## config.mk

```make
export PLATFORM = sky130hd
export DESIGN_NAME = sonar_scheduler
export DESIGN_NICKNAME = d
export VERILOG_FILES = /design/src/rtl/sonar_pkg.sv /design/src/rtl/sonar_scheduler_echo_sync.sv /design/src/rtl/sonar_scheduler.sv
export SDC_FILE = /design/constraint.sdc
export NUM_CORES = 1
export LEC_CHECK = 0
export BUFFER_PORTS_ARGS = -buffer_cell sky130_fd_sc_hd__clkbuf_2
export CAP_MARGIN = 40
export CELL_PAD_IN_SITES_DETAIL_PLACEMENT = 1
export CELL_PAD_IN_SITES_GLOBAL_PLACEMENT = 1
export CORE_MARGIN = 1.5
export CORE_UTILIZATION = 42
export DETAILED_ROUTE_END_ITERATION = 8
export PLACE_DENSITY_LB_ADDON = 0.05
export SYNTH_ARGS = -nofsm -noshare
export SYNTH_HDL_FRONTEND = slang
export SYNTH_SLANG_ARGS = --single-unit
```

## constraint.sdc

```tcl
create_clock -name clk -period 4.6 [get_ports clk]
set_input_delay 0.46 -clock clk [delete_from_list [all_inputs] [get_ports clk]]
set_output_delay 0.46 -clock clk [all_outputs]
set_load 0.01 [all_outputs]
```

## src/rtl/sonar_pkg.sv

```systemverilog
`default_nettype none
// ============================================================================
// Module   : sonar_pkg
// Brief    : Shared types and constants for the ultrasonic ranger scheduler.
// Revision : 1.0 - initial release
// ============================================================================
package sonar_pkg;

    typedef enum logic [2:0] {
        IDLE      = 3'd0,
        TRIG      = 3'd1,
        WAIT_ECHO = 3'd2,
        MEASURE   = 3'd3,
        GAP       = 3'd4
    } state_t;

    localparam int          NUM_SENSORS  = 3;
    localparam logic [1:0]  SENSOR_FRONT = 2'd0;
    localparam logic [1:0]  SENSOR_LEFT  = 2'd1;
    localparam logic [1:0]  SENSOR_RIGHT = 2'd2;
    localparam logic [15:0] DIST_MAX     = 16'hFFFF;
    localparam logic [15:0] CM_SAT       = 16'hFFFE;

    function automatic logic [1:0] next_sensor(input logic [1:0] s);
        return (s == SENSOR_RIGHT) ? SENSOR_FRONT : s + 2'd1;
    endfunction

    function automatic logic [2:0] sensor_onehot(input logic [1:0] s);
        return 3'b001 << s;
    endfunction

endpackage
`default_nettype wire

```

## src/rtl/sonar_scheduler_echo_sync.sv

```systemverilog
`default_nettype none
// ============================================================================
// Module   : echo_sync
// Brief    : 2-FF synchroniser for one echo line with registered rise/fall
//            pulses (three cycles from pin to pulse).
// Revision : 1.0 - initial release
// ============================================================================
module echo_sync (
    input  logic clk,
    input  logic reset,
    input  logic i_echo,
    output logic o_rise,
    output logic o_fall
);

    logic r_meta;
    logic r_sync;
    logic r_prev;
    logic r_rise;
    logic r_fall;

    always_ff @(posedge clk or posedge reset) begin
        if (reset) begin
            r_meta <= 1'b0;
            r_sync <= 1'b0;
            r_prev <= 1'b0;
            r_rise <= 1'b0;
            r_fall <= 1'b0;
        end else begin
            r_meta <= i_echo;
            r_sync <= r_meta;
            r_prev <= r_sync;
            r_rise <= r_sync & ~r_prev;
            r_fall <= ~r_sync & r_prev;
        end
    end

    assign o_rise = r_rise;
    assign o_fall = r_fall;

endmodule
`default_nettype wire

```

## src/rtl/sonar_scheduler.sv

```systemverilog
`default_nettype none
// ============================================================================
// Module   : sonar_scheduler
// Brief    : Round-robin trigger/echo timing for three ultrasonic rangers,
//            publishing one registered centimetre distance per sensor.
// Revision : 1.0 - initial release
// ============================================================================
module sonar_scheduler
    import sonar_pkg::*;
#(
    parameter int TRIG_CYCLES    = 1250,
    parameter int CM_CYCLES      = 7250,
    parameter int TIMEOUT_CYCLES = 3750000,
    parameter int GAP_CYCLES     = 1250000
) (
    input  logic        clk,
    input  logic        reset,
    input  logic        enable,
    input  logic [2:0]  echo,
    output logic [2:0]  trig,
    output logic [15:0] distance_front,
    output logic [15:0] distance_left,
    output logic [15:0] distance_right,
    output logic [2:0]  valid,
    output logic [2:0]  timeout,
    output logic [1:0]  active
);

    localparam logic [22:0] c_trig_last = 23'(TRIG_CYCLES - 1);
    localparam logic [22:0] c_gap_last  = 23'(GAP_CYCLES - 1);
    localparam logic [22:0] c_tmo_last  = 23'(TIMEOUT_CYCLES - 1);
    localparam logic [12:0] c_cm_last   = 13'(CM_CYCLES - 1);

    logic [2:0]  w_rise;
    logic [2:0]  w_fall;
    logic        w_rise_act;
    logic        w_fall_act;

    state_t      r_state;
    logic [1:0]  r_active;
    logic [2:0]  r_trig;
    logic [2:0]  r_valid;
    logic [2:0]  r_timeout;
    logic [15:0] r_dist [NUM_SENSORS];
    logic [22:0] r_phase_cnt;
    logic [22:0] r_tmo_cnt;
    logic [12:0] r_presc;
    logic [15:0] r_cm;

    for (genvar i = 0; i < NUM_SENSORS; i++) begin : g_sync
        echo_sync u_echo_sync (
            .clk    (clk),
            .reset  (reset),
            .i_echo (echo[i]),
            .o_rise (w_rise[i]),
            .o_fall (w_fall[i])
        );
    end

    assign w_rise_act = w_rise[r_active];
    assign w_fall_act = w_fall[r_active];

    always_ff @(posedge clk or posedge reset) begin
        if (reset) begin
            r_state     <= IDLE;
            r_active    <= SENSOR_FRONT;
            r_trig      <= '0;
            r_valid     <= '0;
            r_timeout   <= '0;
            r_phase_cnt <= '0;
            r_tmo_cnt   <= '0;
            r_presc     <= '0;
            r_cm        <= '0;
            for (int i = 0; i < NUM_SENSORS; i++) begin
                r_dist[i] <= DIST_MAX;
            end
        end else begin
            r_valid <= '0;
            if (r_state != IDLE && !enable) begin
                // Abort: results and the serviced sensor are kept for resume.
                r_state     <= IDLE;
                r_trig      <= '0;
                r_phase_cnt <= '0;
                r_tmo_cnt   <= '0;
                r_presc     <= '0;
                r_cm        <= '0;
            end else begin
                case (r_state)
                    IDLE: begin
                        if (enable) begin
                            r_state     <= TRIG;
                            r_trig      <= sensor_onehot(r_active);
                            r_phase_cnt <= '0;
                        end
                    end
                    TRIG: begin
                        if (r_phase_cnt == c_trig_last) begin
                            r_state     <= WAIT_ECHO;
                            r_trig      <= '0;
                            r_phase_cnt <= '0;
                            r_tmo_cnt   <= '0;
                        end else begin
                            r_phase_cnt <= r_phase_cnt + 23'd1;
                        end
                    end
                    WAIT_ECHO: begin
                        if (w_rise_act) begin
                            // The rise cycle itself is the first cycle of echo width.
                            r_state   <= MEASURE;
                            r_tmo_cnt <= r_tmo_cnt + 23'd1;
                            r_presc   <= (c_cm_last == 13'd0) ? 13'd0 : 13'd1;
                            r_cm      <= (c_cm_last == 13'd0) ? 16'd1 : 16'd0;
                        end else if (r_tmo_cnt == c_tmo_last) begin
                            r_state           <= GAP;
                            r_phase_cnt       <= '0;
                            r_dist[r_active]  <= DIST_MAX;
                            r_timeout[r_active] <= 1'b1;
                            r_valid           <= sensor_onehot(r_active);
                        end else begin
                            r_tmo_cnt <= r_tmo_cnt + 23'd1;
                        end
                    end
                    MEASURE: begin
                        if (w_fall_act) begin
                            r_state             <= GAP;
                            r_phase_cnt         <= '0;
                            r_dist[r_active]    <= r_cm;
                            r_timeout[r_active] <= 1'b0;
                            r_valid             <= sensor_onehot(r_active);
                        end else if (r_tmo_cnt >= c_tmo_last) begin
                            r_state             <= GAP;
                            r_phase_cnt         <= '0;
                            r_dist[r_active]    <= DIST_MAX;
                            r_timeout[r_active] <= 1'b1;
                            r_valid             <= sensor_onehot(r_active);
                        end else begin
                            r_tmo_cnt <= r_tmo_cnt + 23'd1;
                            if (r_presc == c_cm_last) begin
                                r_presc <= '0;
                                if (r_cm != CM_SAT) begin
                                    r_cm <= r_cm + 16'd1;
                                end
                            end else begin
                                r_presc <= r_presc + 13'd1;
                            end
                        end
                    end
                    GAP: begin
                        if (r_phase_cnt == c_gap_last) begin
                            r_state     <= TRIG;
                            r_phase_cnt <= '0;
                            r_tmo_cnt   <= '0;
                            r_presc     <= '0;
                            r_cm        <= '0;
                            r_active    <= next_sensor(r_active);
                            r_trig      <= sensor_onehot(next_sensor(r_active));
                        end else begin
                            r_phase_cnt <= r_phase_cnt + 23'd1;
                        end
                    end
                    default: begin
                        r_state <= IDLE;
                        r_trig  <= '0;
                    end
                endcase
            end
        end
    end

    assign trig           = r_trig;
    assign valid          = r_valid;
    assign timeout        = r_timeout;
    assign active         = r_active;
    assign distance_front = r_dist[SENSOR_FRONT];
    assign distance_left  = r_dist[SENSOR_LEFT];
    assign distance_right = r_dist[SENSOR_RIGHT];

endmodule
`default_nettype wire

```

==> results.sh, run 1 <==
export IMPL_status="completed"
export IMPL_grt_overflow_total=0
export IMPL_cts_buffers=17
export IMPL_worstSetupStartpointType="flop"
export IMPL_fin_skew_ns=0.0119
export IMPL_tightest_slew_ns=0.849
export IMPL_power_share_sequential_pct=47.1
export IMPL_cts_buffer_depth=2
export IMPL_io_buffers=64
export IMPL_grt_pass1_wl_mm=34.0
export IMPL_antenna_found_initial=0
export IMPL_postCtsResizedCells=0
export IMPL_p_leak_nw=3.64
export IMPL_power_frac_comb_pct=5.1
export IMPL_p_int_mw=2.19
export IMPL_max_freq_ghz=0.300
export IMPL_nNetsFinal=845
export IMPL_drc=0
export IMPL_place_congestion=0.843
export IMPL_ys_seq_area_share_pct=51.5
export IMPL_critical_path_class="flop to flop"
export IMPL_grt_max_degree=59
export IMPL_ys_types=67
export IMPL_syn2layout_area_growth_pct=14.4
export IMPL_htreeDepth=4
export IMPL_p_switching_mw=0.727
export IMPL_pre_cts_ws_ns=1.32
export IMPL_syn_avg_cell_area_um2=9.62
export IMPL_drv_slew=0
export IMPL_fp_dieH_um=137
export IMPL_dieArea_um2=18700
export IMPL_hold_viol_final=0
export IMPL_drtPass1Iterations=5
export IMPL_r2r_slack_ns=1.26
export IMPL_cts_tree="built"
export IMPL_synth_edf_count=0
export IMPL_swShare_pct=25.0
export IMPL_cts_sinks=152
export IMPL_vdd_drop_max_mv=0.266
export IMPL_fillers=1990
export IMPL_synth_top_area_share_pct=34.7
export IMPL_post_place_cells=1038
export IMPL_rows=48
export IMPL_dp_final_hpwl_mm=14.7
export IMPL_clkPwrFrac_pct=47.7
export IMPL_syn_nets=793
export IMPL_start_util_pct=43.2
export IMPL_vias=6392
export IMPL_core_area_um2=17400
export IMPL_clkSlewWorstSetupHoldPaths_ns=0.07
export IMPL_rsz0062_at_grt="false"
export IMPL_final_antenna_net_count=0
export IMPL_fin_crit_sh_pct=72.5
export IMPL_yosys_warnings=0
export IMPL_ys_ff_latch=152
export IMPL_worst_slack_ns=1.26
export IMPL_io_pins=65
export IMPL_crit_arrival_ns=3.70
export IMPL_setup_viol_count_final=0
export IMPL_cp_required_ns=4.96
export IMPL_wl_per_cell_um=19.6
export IMPL_die_w_um=137
export IMPL_slew_headroom_pct=42.9
export IMPL_antenna_cells=0
export IMPL_drtIter0Drc=302
export IMPL_synthArstFlopShare_pct=100
export IMPL_grt_pass1_vias=6481
export IMPL_min_period_ns=3.34
export IMPL_end_kind="flop"
export IMPL_layout_drive_gt1_share_pct=20.8
export IMPL_grtUsageTotal_pct=23.5
export IMPL_post_cts_buffers=0
export IMPL_wl_mm=21.0
export IMPL_syn_inst=780
export IMPL_clk_latency_ns=0.43
export IMPL_final_cell_count_no_fill=1070
export IMPL_powerDensity_nw_per_um2=339
export IMPL_multi_input_area_um2=3430
export IMPL_ctsHoldBuffers=0
export IMPL_root_buffer="clkbuf_16"
export IMPL_path_max_fanout=16
export IMPL_vias_per_cell=5.97
export IMPL_syn_area_um2=7510
export IMPL_synth_top_cells_by_area="dfrtp_1, dfstp_2, nor2_1"
export IMPL_synth_ff_type="dfrtp_1"
export IMPL_timing_setup_tns_ns=0
export IMPL_yosys_area_top_type="dfrtp_1"
export IMPL_cap_violations=0
export IMPL_min_path_type="input port to asynchronous set/reset pin"
export IMPL_regArea_um2=3860
[cell usage after synthesis, types with 15 or more instances]
library cell / count
o31ai_1: 29
clkbuf_1: 29
nand3_1: 38
nor2_1: 93
o22a_1: 33
o21ai_0: 68
a21oi_1: 49
nand2_1: 65
or4_1: 15
dfrtp_1: 104
and3_1: 20
dfstp_2: 48
[sequential cells by signal, indices dropped and copies added (netlist names), named ones only]
signal and flops:
active 2, r_presc 13, distance_front 16, distance_right 16
r_cm 16, g_sync.u_echo_sync.r_meta 3, g_sync.u_echo_sync.r_sync 3, r_tmo_cnt 23
g_sync.u_echo_sync.o_fall 3, trig 3, g_sync.u_echo_sync.o_rise 3, valid 3
g_sync.u_echo_sync.r_prev 3, distance_left 16, r_state 3, r_phase_cnt 23
[critical path, stage by stage (launching register included)]
cell and delay, ns:
dfrtp_1 0.41, ha_1 0.26, nand3_1 0.13, or4_4 0.56, o211a_1 0.32, o31ai_2 0.37, nand3_1 0.49, or4_1 0.64
nand2_1 0.08
[through the flow]
step / util [%] / total power, mW / instance area, um2 / hold slack (ns)
2_1_floorplan: - / 1.50 / 7510 / 0.331
3_3_place_gp: 46.1 / 1.54 / 8000 / 0.341
3_5_place_dp: 46.1 / 1.55 / 8000 / 0.344
4_1_cts: 49.5 / 2.95 / 8590 / 0.105
5_1_grt: 49.5 / 3.02 / 8590 / 0.115
6_report: 49.5 / 2.91 / 8590 / 0.0808
[cell usage in the layout (no fill, tap or decap), drive strengths merged, types with 4 or more instances in the layout]
cell type / Yosys / routed
nor4: 10 / 10
a31oi: 11 / 11
or3: 14 / 14
nand3: 39 / 39
nor3: 10 / 10
clkbuf: 30 / 83
nand2b: 6 / 6
a21o: 4 / 4
o211ai: 6 / 6
a21oi: 49 / 49
and2: 10 / 10
o21ai: 72 / 72
buf: 7 / 6
or4: 16 / 16
nor2b: 12 / 12
and3: 20 / 20
o22a: 33 / 33
nand2: 65 / 65
dfstp: 48 / 48
or2: 5 / 5
mux2: 7 / 7
dfrtp: 104 / 104
nor2: 94 / 94
clkinv: 1 / 6
o41ai: 5 / 5
o31ai: 30 / 30
inv: 13 / 20
ha: 7 / 7
nand4: 13 / 13
[layout make-up]
type | instances | share of cell area, %
inverter | 14 | 0.670
multi-input combinational | 577 | 40.0
timing repair buffer | 70 | 4.25
clock inverter | 13 | 1.56
tap | 225 | 3.28
sequential | 152 | 45.0
clock buffer | 19 | 5.27
[per-layer routing]
metal,part of all wire (%),track usage [%],wire (um)
met5,0,0,0
met4,1.4,8.57,300
met3,3.6,4.22,763
met2,50,38.1,10500
met1,45,31.4,9470
[logic make-up after synthesis]
family	share of synthesized area [%]
and+or+nand+nor	22.4
AOI/OAI and AO/OA	20.3
DFF	51.5
buffers and inverters	2.78
muxes	1.45
adders and majority gates	1.17
xor gates and xnor gates	0.350
[power groups by stage]
stage               Clock, mW  Combinational (mW)  Sequential [mW]
finish                   1.39               0.150             1.37
global route             1.48               0.168             1.37
CTS                      1.43               0.153             1.37
detailed placement          0               0.151             1.40
global placement            0               0.146             1.39
floorplan                   0               0.106             1.39
[final timing paths]
| path | startpoint | to | depth (start not counted) |
|---|---|---|---|
| min in group clk | echo[1] | g_sync[1].u_echo_sync.r_meta$_DFF_PP0_ | 1 |
| hold / removal | reset | valid[2]$_DFF_PP0_ | 2 |
| max in group asynchronous | reset | active[1]$_DFFE_PP0P_ | 3 |
| hold reg to reg | g_sync[2].u_echo_sync.r_meta$_DFF_PP0_ | g_sync[2].u_echo_sync.r_sync$_DFF_PP0_ | 0 |
| setup / recovery | r_phase_cnt[0]$_DFFE_PP0P_ | r_tmo_cnt[9]$_DFFE_PP0P_ | 8 |
| setup reg to reg | r_phase_cnt[0]$_DFFE_PP0P_ | r_tmo_cnt[9]$_DFFE_PP0P_ | 8 |
Power figures use the tool's default switching activity.
==> inputs of run 2 (changes only) <==
- CORE_UTILIZATION: 42 -> 47
- clock period: 4.6 -> 3.2 ns (I/O delays scaled with it)
==> results.sh, run 2 (same netlist as run 1, synthesis figures left out) <==
export IMPL_final_common_cell="dfrtp_1"
export IMPL_antenna_cells=0
export IMPL_worstSetupStartpointType="flop"
export IMPL_tightest_slew_ns=0.709
export IMPL_final_antenna_net_count=0
export IMPL_clkPwrFrac_pct=48.5
export IMPL_status="completed"
export IMPL_path_depth=9
export IMPL_power_share_sequential_pct=45.7
export IMPL_cts_tree="built"
export IMPL_syn2layout_area_growth_pct=18.8
export IMPL_final_cell_count_no_fill=1092
export IMPL_vias_per_cell=6.04
export IMPL_start_util_pct=47.8
export IMPL_dp_final_hpwl_mm=14.6
export IMPL_wl_per_cell_um=19.6
export IMPL_io_buffers=64
export IMPL_dieArea_um2=16700
export IMPL_dr_max_layer_used="met4"
export IMPL_r2r_slack_ns=0.10
export IMPL_critical_path_class="flop to flop"
export IMPL_powerDensity_nw_per_um2=485
export IMPL_grt_max_degree=102
export IMPL_power_frac_comb_pct=5.8
export IMPL_p_switching_mw=1.04
export IMPL_grtUsageTotal_pct=26.6
export IMPL_core_area_um2=15700
export IMPL_nNetsFinal=876
export IMPL_grt_pass1_vias=6742
export IMPL_hold_viol_final=0
export IMPL_htreeDepth=4
export IMPL_worst_slack_ns=0.105
export IMPL_slowest_stage="or4_4"
export IMPL_clk_latency_ns=0.43
export IMPL_hold_path_depth=3
export IMPL_drtPass1Iterations=5
export IMPL_root_buffer="clkbuf_16"
export IMPL_grt_pass1_wl_mm=34.9
export IMPL_post_place_cells=1048
export IMPL_crit_arrival_ns=3.45
export IMPL_cts_sinks=152
export IMPL_routed_wl_met3_um=590
export IMPL_wl_mm=21.4
export IMPL_fin_crit_sh_pct=96.7
export IMPL_drc=0
export IMPL_reg_top3="r_phase_cnt: 23 flops, r_tmo_cnt: 23 flops"
export IMPL_cp_required_ns=3.55
export IMPL_cts_buffer_depth=2
export IMPL_timing_setup_tns_ns=0
export IMPL_cap_violations=0
export IMPL_min_path_type="input port to flop"
export IMPL_p_int_mw=3.28
export IMPL_layout_drive_gt1_share_pct=23.2
export IMPL_die_w_um=129
export IMPL_worstPathCellList="ha_2 -> nand3_1 -> or4_4 -> o211a_1 -> o31ai_4 -> nand4_1 -> buf_4 -> or4_1 -> a21oi_1"
export IMPL_end_kind="flop"
export IMPL_swShare_pct=24.1
export IMPL_power_mw=4.32
export IMPL_io_pins=65
export IMPL_wl_met1_mm=9.39
export IMPL_path_max_fanout=9
export IMPL_worst_r2r_path_depth=9
export IMPL_cts_buffers=17
export IMPL_critPathMaxStageDelay_ns=0.55
export IMPL_pre_cts_ws_ns=0.0339
export IMPL_max_freq_ghz=0.323
export IMPL_grt_overflow_total=0
export IMPL_path_buf_inv=1
export IMPL_vdd_drop_max_mv=0.398
export IMPL_drtIter0Drc=380
export IMPL_clkSlewWorstSetupHoldPaths_ns=0.07
export IMPL_fin_skew_ns=0.0100
export IMPL_hold_slack_ns=0.267
export IMPL_wl_met2_mm=11.0
export IMPL_fp_dieH_um=129
export IMPL_p_leak_nw=3.81
export IMPL_rsz0062_at_grt="false"
export IMPL_setup_viol_count_final=0
export IMPL_antenna_found_initial=0
export IMPL_crit_family="simple AND/OR/NAND/NOR gates"
export IMPL_min_period_ns=3.10
export IMPL_vias=6596
export IMPL_place_congestion=0.818
export IMPL_layout_common_cells="dfrtp_1, nor2_1, o21ai_0, nand2_1, clkbuf_2"
export IMPL_slew_headroom_pct=52.7
export IMPL_drv_slew=0
export IMPL_rows=46
==> run 2: final cells by class <==
class / count / area, um2
Clock buffer: 18 / 439
Clock inverter: 14 / 170
Tap cell: 216 / 270
Sequential cell: 152 / 3860
Fill cell: 1785 / 6800
Timing Repair Buffer: 100 / 638
Multi-Input combinational cell: 578 / 3480
Inverter: 14 / 56.3
==> run 2: through the flow <==
stage	utilization, %	area, um2
after floorplan	-	7510
after detailed placement	51.9	8160
after global placement	51.9	8160
final	56.7	8910
after CTS	56.0	8810
after global routing	56.7	8910
==> run 2: repair_timing <==
item	4_1_cts	5_1_grt
pin swaps	1	3
hold buffers	4	0
hold endpoints to repair	27	0
endpoints found under the setup margin	3	26
buffers inserted	0	7
resized for setup	0	5
gates cloned	0	1
==> run 2: routing by layer <==
layer / vias up / global-route usage [%]
li1: 3053 / -
met1: 3375 / 34.0
met2: 139 / 45.7
met3: 29 / 4.13
met4: 0 / 9.91
met5: - / 0
==> run 2: path summary, 6_finish.rpt <==
check	start	endpoint
worst max-delay path	r_phase_cnt[0]$_DFFE_PP0P_	r_tmo_cnt[22]$_DFFE_PP0P_
worst min-delay path	enable	r_state[0]$_DFFE_PP0P_
worst max register to register	r_phase_cnt[0]$_DFFE_PP0P_	r_tmo_cnt[22]$_DFFE_PP0P_
worst min register to register	g_sync[0].u_echo_sync.r_meta$_DFF_PP0_	g_sync[0].u_echo_sync.r_sync$_DFF_PP0_
max in group asynchronous	reset	distance_front[12]$_DFFE_PP1P_
min in group asynchronous	reset	r_presc[5]$_DFFE_PP0P_
==> run 2: power by group through the flow <==
stage          logic [mW]  registers [mW]  clock network (mW)
2_1_floorplan       0.152            2.00                   0
3_3_place_gp        0.218            2.00                   0
3_5_place_dp        0.226            2.01                   0
4_1_cts             0.233            1.97                2.12
5_1_grt             0.279            1.98                2.19
6_report            0.252            1.97                2.10
==> run 2: worst register-to-register path, stage by stage (launching register included) <==
cell     delay, ns
dfrtp_1       0.43
ha_2          0.24
nand3_1       0.12
or4_4         0.55
o211a_1       0.32
o31ai_4       0.40
nand4_1       0.20
buf_4         0.21
or4_1         0.40
a21oi_1       0.14
==> inputs of run 3 (changes only) <==
- PLACE_DENSITY: default -> 0.83
- PLACE_DENSITY_LB_ADDON: 0.05 -> default
- SKIP_CTS_REPAIR_TIMING: default -> 1
==> results.sh, run 3 (same netlist as run 1, synthesis figures left out) <==
export IMPL_layout_common_cells="dfrtp_1, nor2_1, o21ai_0, nand2_1, clkbuf_2"
export IMPL_nNetsFinal=868
export IMPL_crit_arrival_ns=3.47
export IMPL_violations="hold timing"
export IMPL_fin_skew_ns=0.0106
export IMPL_rsz0062_at_grt="true"
export IMPL_cts_sinks=152
export IMPL_power_share_sequential_pct=46.8
export IMPL_cp_required_ns=3.55
export IMPL_grt_pass1_vias=6640
export IMPL_clk_latency_ns=0.44
export IMPL_layout_drive_gt1_share_pct=22.6
export IMPL_final_common_cell="dfrtp_1"
export IMPL_syn2layout_area_growth_pct=17.0
export IMPL_core_area_um2=15700
export IMPL_cts_buffer_depth=2
export IMPL_p_leak_nw=3.74
export IMPL_vdd_drop_max_mv=0.354
export IMPL_post_place_cells=1042
export IMPL_io_buffers=64
export IMPL_timing_setup_tns_ns=0
export IMPL_grt_max_degree=98
export IMPL_dp_final_hpwl_mm=14.1
export IMPL_worstSetupStartpointType="flop"
export IMPL_grtUsageTotal_pct=26.1
export IMPL_drtPass1Iterations=4
export IMPL_start_util_pct=47.8
export IMPL_reg_top3="r_phase_cnt: 23 flops, r_tmo_cnt: 23 flops"
export IMPL_critical_path_class="flop to flop"
export IMPL_fin_crit_sh_pct=97.3
export IMPL_cts_tree="built"
export IMPL_fp_dieH_um=129
export IMPL_hold_slack_ns=-0.0139
export IMPL_antenna_cells=0
export IMPL_die_w_um=129
export IMPL_wl_per_cell_um=19.7
export IMPL_slew_headroom_pct=45.7
export IMPL_cap_violations=0
export IMPL_max_freq_ghz=0.321
export IMPL_grt_pass1_wl_mm=34.2
export IMPL_fillers=1792
export IMPL_min_period_ns=3.11
export IMPL_final_cell_count_no_fill=1084
export IMPL_power_frac_comb_pct=5.7
export IMPL_drtIter0Drc=366
export IMPL_clkSlewWorstSetupHoldPaths_ns=0.06
export IMPL_pre_cts_ws_ns=0.0614
export IMPL_place_congestion=0.840
export IMPL_htreeDepth=4
export IMPL_end_kind="flop"
export IMPL_vias=6586
export IMPL_tightest_slew_ns=0.807
export IMPL_cts_buffers=17
export IMPL_path_max_fanout=10
export IMPL_min_path_type="input port to asynchronous set/reset pin"
export IMPL_worst_slack_ns=0.0850
export IMPL_antenna_found_initial=0
export IMPL_dieArea_um2=16700
export IMPL_status="finished, violations left"
export IMPL_final_antenna_net_count=0
export IMPL_drv_slew=0
export IMPL_hold_viol_final=3
export IMPL_swShare_pct=25.5
export IMPL_drc=0
export IMPL_setup_viol_count_final=0
export IMPL_grt_overflow_total=0
export IMPL_vias_per_cell=6.08
export IMPL_p_int_mw=3.14
export IMPL_wl_mm=21.3
export IMPL_io_pins=65
export IMPL_p_switching_mw=1.08
export IMPL_root_buffer="clkbuf_16"
export IMPL_clkPwrFrac_pct=47.5
export IMPL_rows=46
export IMPL_powerDensity_nw_per_um2=480
[run 3: cell types whose count changed in the layout (fill, tap and decap cells not counted), sizes merged]
cell         previous run  this run
buf                    32        26
inv                    15        20
clkinv                  8         4
bufinv                  3         1
clkbuf                 82        83
dlygate4sd3             4         3
nand3                  40        39
[run 3: metrics by stage]
stage | power [mW] | hold WS, ns | util [%] | instance area, um2
final | 4.22 | -0.0139 | 55.9 | 8780
after global routing | 4.34 | 0.0118 | 55.9 | 8780
after CTS | 4.23 | -0.0247 | 55.3 | 8690
after detailed placement | 2.23 | 0.344 | 51.6 | 8110
after global placement | 2.22 | 0.332 | 51.6 | 8110
after floorplan | 2.15 | 0.331 | - | 7510
[run 3: area by class of cell]
type / instances / area [um2] / area share, %
Tap cell: 216 / 270 / 3.08
Inverter: 14 / 56.3 / 0.641
Sequential cell: 152 / 3860 / 44.0
Timing Repair Buffer: 93 / 578 / 6.58
Clock buffer: 19 / 443 / 5.04
Clock inverter: 13 / 133 / 1.51
Multi-Input combinational cell: 577 / 3440 / 39.1
[run 3: path summary, 6_finish.rpt]
kind	from	endpoint	slack (ns)	cells past startpoint
min reg2reg	g_sync[0].u_echo_sync.r_meta$_DFF_PP0_	g_sync[0].u_echo_sync.r_sync$_DFF_PP0_	0.35	0
min	reset	r_presc[12]$_DFFE_PP0P_	-0.01	3
min in group clk	g_sync[0].u_echo_sync.r_meta$_DFF_PP0_	g_sync[0].u_echo_sync.r_sync$_DFF_PP0_	0.35	0
max reg2reg	r_phase_cnt[0]$_DFFE_PP0P_	r_tmo_cnt[19]$_DFFE_PP0P_	0.09	8
max	r_phase_cnt[0]$_DFFE_PP0P_	r_tmo_cnt[19]$_DFFE_PP0P_	0.09	8
max in group asynchronous	reset	distance_right[8]$_DFFE_PP1P_	2.73	3
[run 3: critical path, cell delays in order, from the launching register on]
cell	delay [ns]
dfrtp_1	0.42
ha_2	0.26
nand3_1	0.12
or4_4	0.55
o211a_1	0.31
o31ai_2	0.38
nand4b_2	0.33
or4_1	0.49
a21oi_1	0.18
[run 3: power groups by stage]
stage	clock [mW]	combinational, mW	sequential, mW
finish	2.00	0.241	1.97
global route	2.10	0.267	1.98
detailed placement	0	0.226	2.00
global placement	0	0.216	2.00
CTS	2.03	0.228	1.97
floorplan	0	0.152	2.00
[run 3: layer usage]
metal	routed length (um)	track usage, %	vias up
met5	0	0	-
met4	354	9.12	0
met3	735	5.45	37
met2	11100	45.0	137
met1	9160	32.7	3376
li1	-	-	3036
